--- config.mk ---
export PLATFORM = sky130hd
export DESIGN_NAME = dm_store_buffer
export DESIGN_NICKNAME = d
export VERILOG_FILES = /design/src/rtl/dm_store_buffer.sv
export SDC_FILE = /design/constraint.sdc
export NUM_CORES = 1
export LEC_CHECK = 0
export ABC_AREA = 1
export ABC_CLOCK_PERIOD_IN_PS = 3750
export CAP_MARGIN = 20
export CORE_MARGIN = 3
export CORE_UTILIZATION = 25
export DETAILED_ROUTE_END_ITERATION = 8
export PLACE_DENSITY_LB_ADDON = 0.15
export SYNTH_ARGS = -nofsm -noshare
export SYNTH_HDL_FRONTEND = slang
export SYNTH_SLANG_ARGS = --single-unit
--- constraint.sdc ---
create_clock -name clk -period 3.75 [get_ports clk]
set_clock_uncertainty 0.1 [all_clocks]
set_input_delay 0.75 -clock clk [delete_from_list [all_inputs] [get_ports clk]]
set_output_delay 0.75 -clock clk [all_outputs]
set_load 0.01 [all_outputs]
--- src/rtl/dm_store_buffer.sv ---
// Word-granular store buffer sitting in front of the data memory write port.
// Stores are queued in a circular FIFO and drained one per cycle whenever the
// DM port is free. Loads see the youngest queued copy of their word so that
// program order is preserved while stores are still in flight.
module dm_store_buffer #(
  parameter int DEPTH = 4,
  parameter int IDX_W = 10
) (
  input  logic                     clk,
  input  logic                     reset,
  input  logic                     st_valid,
  input  logic [31:0]              st_addr,
  input  logic [31:0]              st_data,
  input  logic [31:0]              st_pc,
  output logic                     st_ready,
  input  logic [31:0]              ld_addr,
  output logic                     fwd_hit,
  output logic [31:0]              fwd_data,
  input  logic                     dm_busy,
  output logic                     dm_we,
  output logic [31:0]              dm_addr,
  output logic [31:0]              dm_wdata,
  output logic [31:0]              dm_pc,
  output logic                     empty,
  output logic [$clog2(DEPTH):0]   count
);

  localparam int PTR_W = $clog2(DEPTH);
  localparam int CNT_W = PTR_W + 1;

  logic [31:0]      addr_q [DEPTH];
  logic [31:0]      addr_d [DEPTH];
  logic [31:0]      data_q [DEPTH];
  logic [31:0]      data_d [DEPTH];
  logic [31:0]      pc_q   [DEPTH];
  logic [31:0]      pc_d   [DEPTH];
  logic [DEPTH-1:0] valid_q, valid_d;
  logic [PTR_W-1:0] head_q, head_d;
  logic [PTR_W-1:0] tail_q, tail_d;
  logic [CNT_W-1:0] count_q, count_d;

  logic             push;
  logic             drain;
  logic [DEPTH-1:0] match;
  logic [PTR_W-1:0] fwd_idx;

  // Only the word index takes part in matching; the rest of the load address is
  // intentionally ignored.
  logic unused_ld_bits;
  assign unused_ld_bits = ^{ld_addr[31:IDX_W+2], ld_addr[1:0]};

  assign empty    = (count_q == '0);
  assign st_ready = (count_q != CNT_W'(DEPTH));
  assign count    = count_q;
  assign push     = st_valid && st_ready;
  assign drain    = dm_we;

  // Per-entry word-index comparators against the load in MEM
  generate
    for (genvar gi = 0; gi < DEPTH; gi++) begin : g_match
      assign match[gi] = valid_q[gi] &&
                         (addr_q[gi][IDX_W+1:2] == ld_addr[IDX_W+1:2]);
    end
  endgenerate

  // Drain port: present the head entry, write whenever the port is not claimed
  always_comb begin
    dm_we    = !empty && !dm_busy;
    dm_addr  = '0;
    dm_wdata = '0;
    dm_pc    = '0;
    if (!empty) begin
      dm_addr  = addr_q[head_q];
      dm_wdata = data_q[head_q];
      dm_pc    = pc_q[head_q];
    end
  end

  // Forwarding: walk oldest to youngest so the youngest match is assigned last
  always_comb begin
    fwd_hit  = |match;
    fwd_data = '0;
    fwd_idx  = tail_q;
    for (int k = DEPTH - 1; k >= 0; k--) begin
      fwd_idx = tail_q - PTR_W'(k + 1);
      if (match[fwd_idx]) begin
        fwd_data = data_q[fwd_idx];
      end
    end
  end

  // Next-state: pop head on drain, append at tail on accepted push
  always_comb begin
    addr_d  = addr_q;
    data_d  = data_q;
    pc_d    = pc_q;
    valid_d = valid_q;
    head_d  = head_q;
    tail_d  = tail_q;
    count_d = count_q;
    if (drain) begin
      valid_d[head_q] = 1'b0;
      head_d          = head_q + 1'b1;
    end
    if (push) begin
      addr_d[tail_q]  = st_addr;
      data_d[tail_q]  = st_data;
      pc_d[tail_q]    = st_pc;
      valid_d[tail_q] = 1'b1;
      tail_d          = tail_q + 1'b1;
    end
    case ({push, drain})
      2'b10:   count_d = count_q + 1'b1;
      2'b01:   count_d = count_q - 1'b1;
      default: count_d = count_q;
    endcase
  end

  // State registers; reset discards queued entries without writing them to DM
  always_ff @(posedge clk) begin
    if (reset) begin
      addr_q  <= '{default: '0};
      data_q  <= '{default: '0};
      pc_q    <= '{default: '0};
      valid_q <= '0;
      head_q  <= '0;
      tail_q  <= '0;
      count_q <= '0;
    end else begin
      addr_q  <= addr_d;
      data_q  <= data_d;
      pc_q    <= pc_d;
      valid_q <= valid_d;
      head_q  <= head_d;
      tail_q  <= tail_d;
      count_q <= count_d;
    end
  end

endmodule

==> results.cfg <==
[layout]
layout_common_cells = nand2_1 (690), a21oi_1 (415), dfxtp_1 (384)
final_common_cell = nand2_1
fin_util_pct = 32.41
drive_above_1_share_pct = 11.16
syn_to_final_growth_pct = 27.31
nFillCells = 9773
nets = 3790
stdcell_count = 4859

[synth]
yosys.cell_types.count = 34
yosysTopAreaCell = dfxtp_1
synth_fp_nets = 3652
ys_ff_latch = 395
yosysWarnings = 0
synth_area_mm2 = 0.02270
postSynthAreaPerCell_um2 = 6.468
synth_area_leaders = dfxtp_1 (35%), nand2_1 (12%), a21oi_1 (9.2%)
seq_area_frac_synth_pct = 34.83
synthCells = 3510
netlist.area_leader.share_pct = 34.83

[placement]
place.gp.congestion = 0.8019
io_buffers = 244
place_inst = 4747
dp_hpwl_um = 53630

[sta]
timing.slew.headroom_pct = 38.10
worst_slew_pin_slew_ns = 0.9285
setup_viol = 0
final_max_slew_viol_count = 0
fin_setup_tns_ns = 0
finalHoldViolCount = 0
hold_slack_ns = 0.3566
fin_crit_ns = 3.571
period_share_pct = 95.24
fmax_mhz = 280.0
rsz0062_at_grt = no

[clock_tree]
cts.sinks = 395
cts_max_level = 2
cts_root_buf = clkbuf_16
holdBufCountCts = 0
clock_path_buffers = 3
cts_buffers = 53
path_clk_slew_ns = 0.06
clock_latency_ns = 0.64
cts_tree = done

[hold_path]
hp-class = flop to flop
hold_depth = 2
holdPathEnd = addr_q[26]
hold_path.startpoint = addr_q[26]

[detailed_routing]
drt_iter0_markers = 1331
vias = 23041
drt_wl_total_um = 87780
wl_per_cell_um = 18.06
postRouteAntennaNets = 0
avgViaCountPerCell = 4.742
drt-pass1-iter-count = 5
drc = 0

[power_and_ir_drop]
powerDensity_mw_per_mm2 = 677.6
vdd_drop_max_mv = 0.6407
total_leakage_power_nw = 10.89
finalPower_mw = 19.58

[global_route]
grt_pass1_wl_um = 134600
antenna_found_initial = 9
grt_max_degree = 122
grt_pass1_vias = 21995
grtUsageTotal_pct = 18.05
grt_overflow = 0

[floorplan]
die-area_mm2 = 0.09446
core-area_mm2 = 0.08919
num_io_pins = 267
start_util_pct = 25.45
die_x_um = 307.4
core.rowCount = 109
fp.dieH_um = 307.4

[critical_path]
crit_path_start = ld_addr[11]
cpMaxStageDelayCell = clkdlybuf4s15_1
crit_family = buffers and inverters
critPathRequiredTime_ns = 2.90
rrSetupSlack_ns = 1.08
cpPeakStageDelay_ns = 0.25
worstSetupEndpointType = primary output
crit_arrival_ns = 2.72
reg2reg_to = count[1]
crit_chain = clkdlybuf4s15_1, buf_4, a21oi_1, nand2_1, nor2_2, nand3_1, nand2_1, nand2_2, nand2_4, nand2_4, buf_4, nand2_1, nand2_1, a21oi_2, clkdlybuf4s15_1
cp_num_buf_inv = 4
worstPathMaxFanout = 5
r2r-start = count[2]
worstSetupStartpointType = input port
worst_path_most_repeated_cell = nand2_1
crit_type = input port to primary output
reg2reg_depth = 8

[job]
drv_cap = 0

[outcome]
outcome = finished clean
==> registers in the layout (all words and copies together) (netlist names) <==
register and flops:
addr_q 128, count 3, data_q 128, head_q 2, pc_q 128, tail_q 2, valid_q 4
==> what timing repair did <==
action | CTS | global route
endpoints found under the setup margin | 33 | 32
gates resized for setup | 115 | 71
pin swaps | 6 | 13
cloned | 1 | 3
setup buffers | 5 | 2
==> area by class of cell <==
type	count	area, um^2	area share [%]
multi-input combinational	2414	12220	42.26
clock inverter	28	441.7	1.528
inverter	412	1559	5.394
sequential	395	7931	27.44
antenna	2	5.005	0.01732
clock buffer	71	1484	5.134
tap	1165	1458	5.043
timing repair buffer	372	3810	13.18
==> worst register-to-register path, stage by stage (launching register included) <==
cell and delay [ns]:
dfxtp_1 0.37, nor3_2 0.38, buf_12 0.37, nor2_1 0.19, buf_4 0.22, ha_1 0.22
inv_1 0.09, fa_1 0.41, a211oi_1 0.23
==> report_power, final <==
group / switching (mW) / total [mW] / internal [mW]
sequential: 0.245 / 4.90 / 4.66
combinational: 5.71 / 9.09 / 3.38
clock: 2.18 / 5.60 / 3.42
==> per-layer routing <==
| layer | up-vias | share of wire [%] | global-route usage (%) |
|---|---|---|---|
| li1 | 11886 | - | - |
| met1 | 10576 | 47 | 24.35 |
| met2 | 463 | 45 | 29.40 |
| met3 | 104 | 6.0 | 3.996 |
| met4 | 12 | 2.0 | 4.143 |
| met5 | - | 0.093 | 0 |
==> stage by stage <==
stage / setup slack [ns] / cell area, um^2
after floorplan: 0.5613 / 22700
after global placement: -0.7046 / 26870
after detailed placement: -0.7105 / 26870
after CTS: 0.002807 / 28880
after global routing: 0.004437 / 28900
final: 0.1787 / 28900
==> cells by family after synthesis <==
logic type / Yosys count / share of synthesized area, %
AO/OA/AOI/OAI: 1144 / 29.23
XOR/XNOR: 4 / 0.1543
adder cells (fa/ha/maj): 10 / 0.5842
buffers and inverters: 702 / 12.23
flip-flops: 395 / 34.83
multiplexers: 32 / 1.411
AND/OR/NAND/NOR: 1223 / 21.56
==> worst max-delay path by stage <==
stage / end / slack (ns) / depth (start not counted)
floorplan: fwd_data[10] / 0.56 / 10
global placement: fwd_data[5] / -0.70 / 14
finish: fwd_data[29] / 0.18 / 15
detailed placement: fwd_data[5] / -0.71 / 17
CTS: fwd_data[27] / 0.003 / 14
global route: fwd_data[23] / 0.004 / 15
==> synth_stat cells (all sizes together) <==
cell type / n
mux2i: 32
o211ai: 1
o21ai: 419
a21boi: 1
nand3b: 1
ha: 9
fa: 1
xnor2: 4
nor2: 340
clkinv: 5
a211oi: 277
nand4: 9
o21a: 1
dfxtp: 395
a21oi: 445
inv: 407
nor3: 2
clkbuf: 182
buf: 108
and2: 2
nand3: 157
nand2: 712
Note: power is estimated with default switching activity, not from simulation.
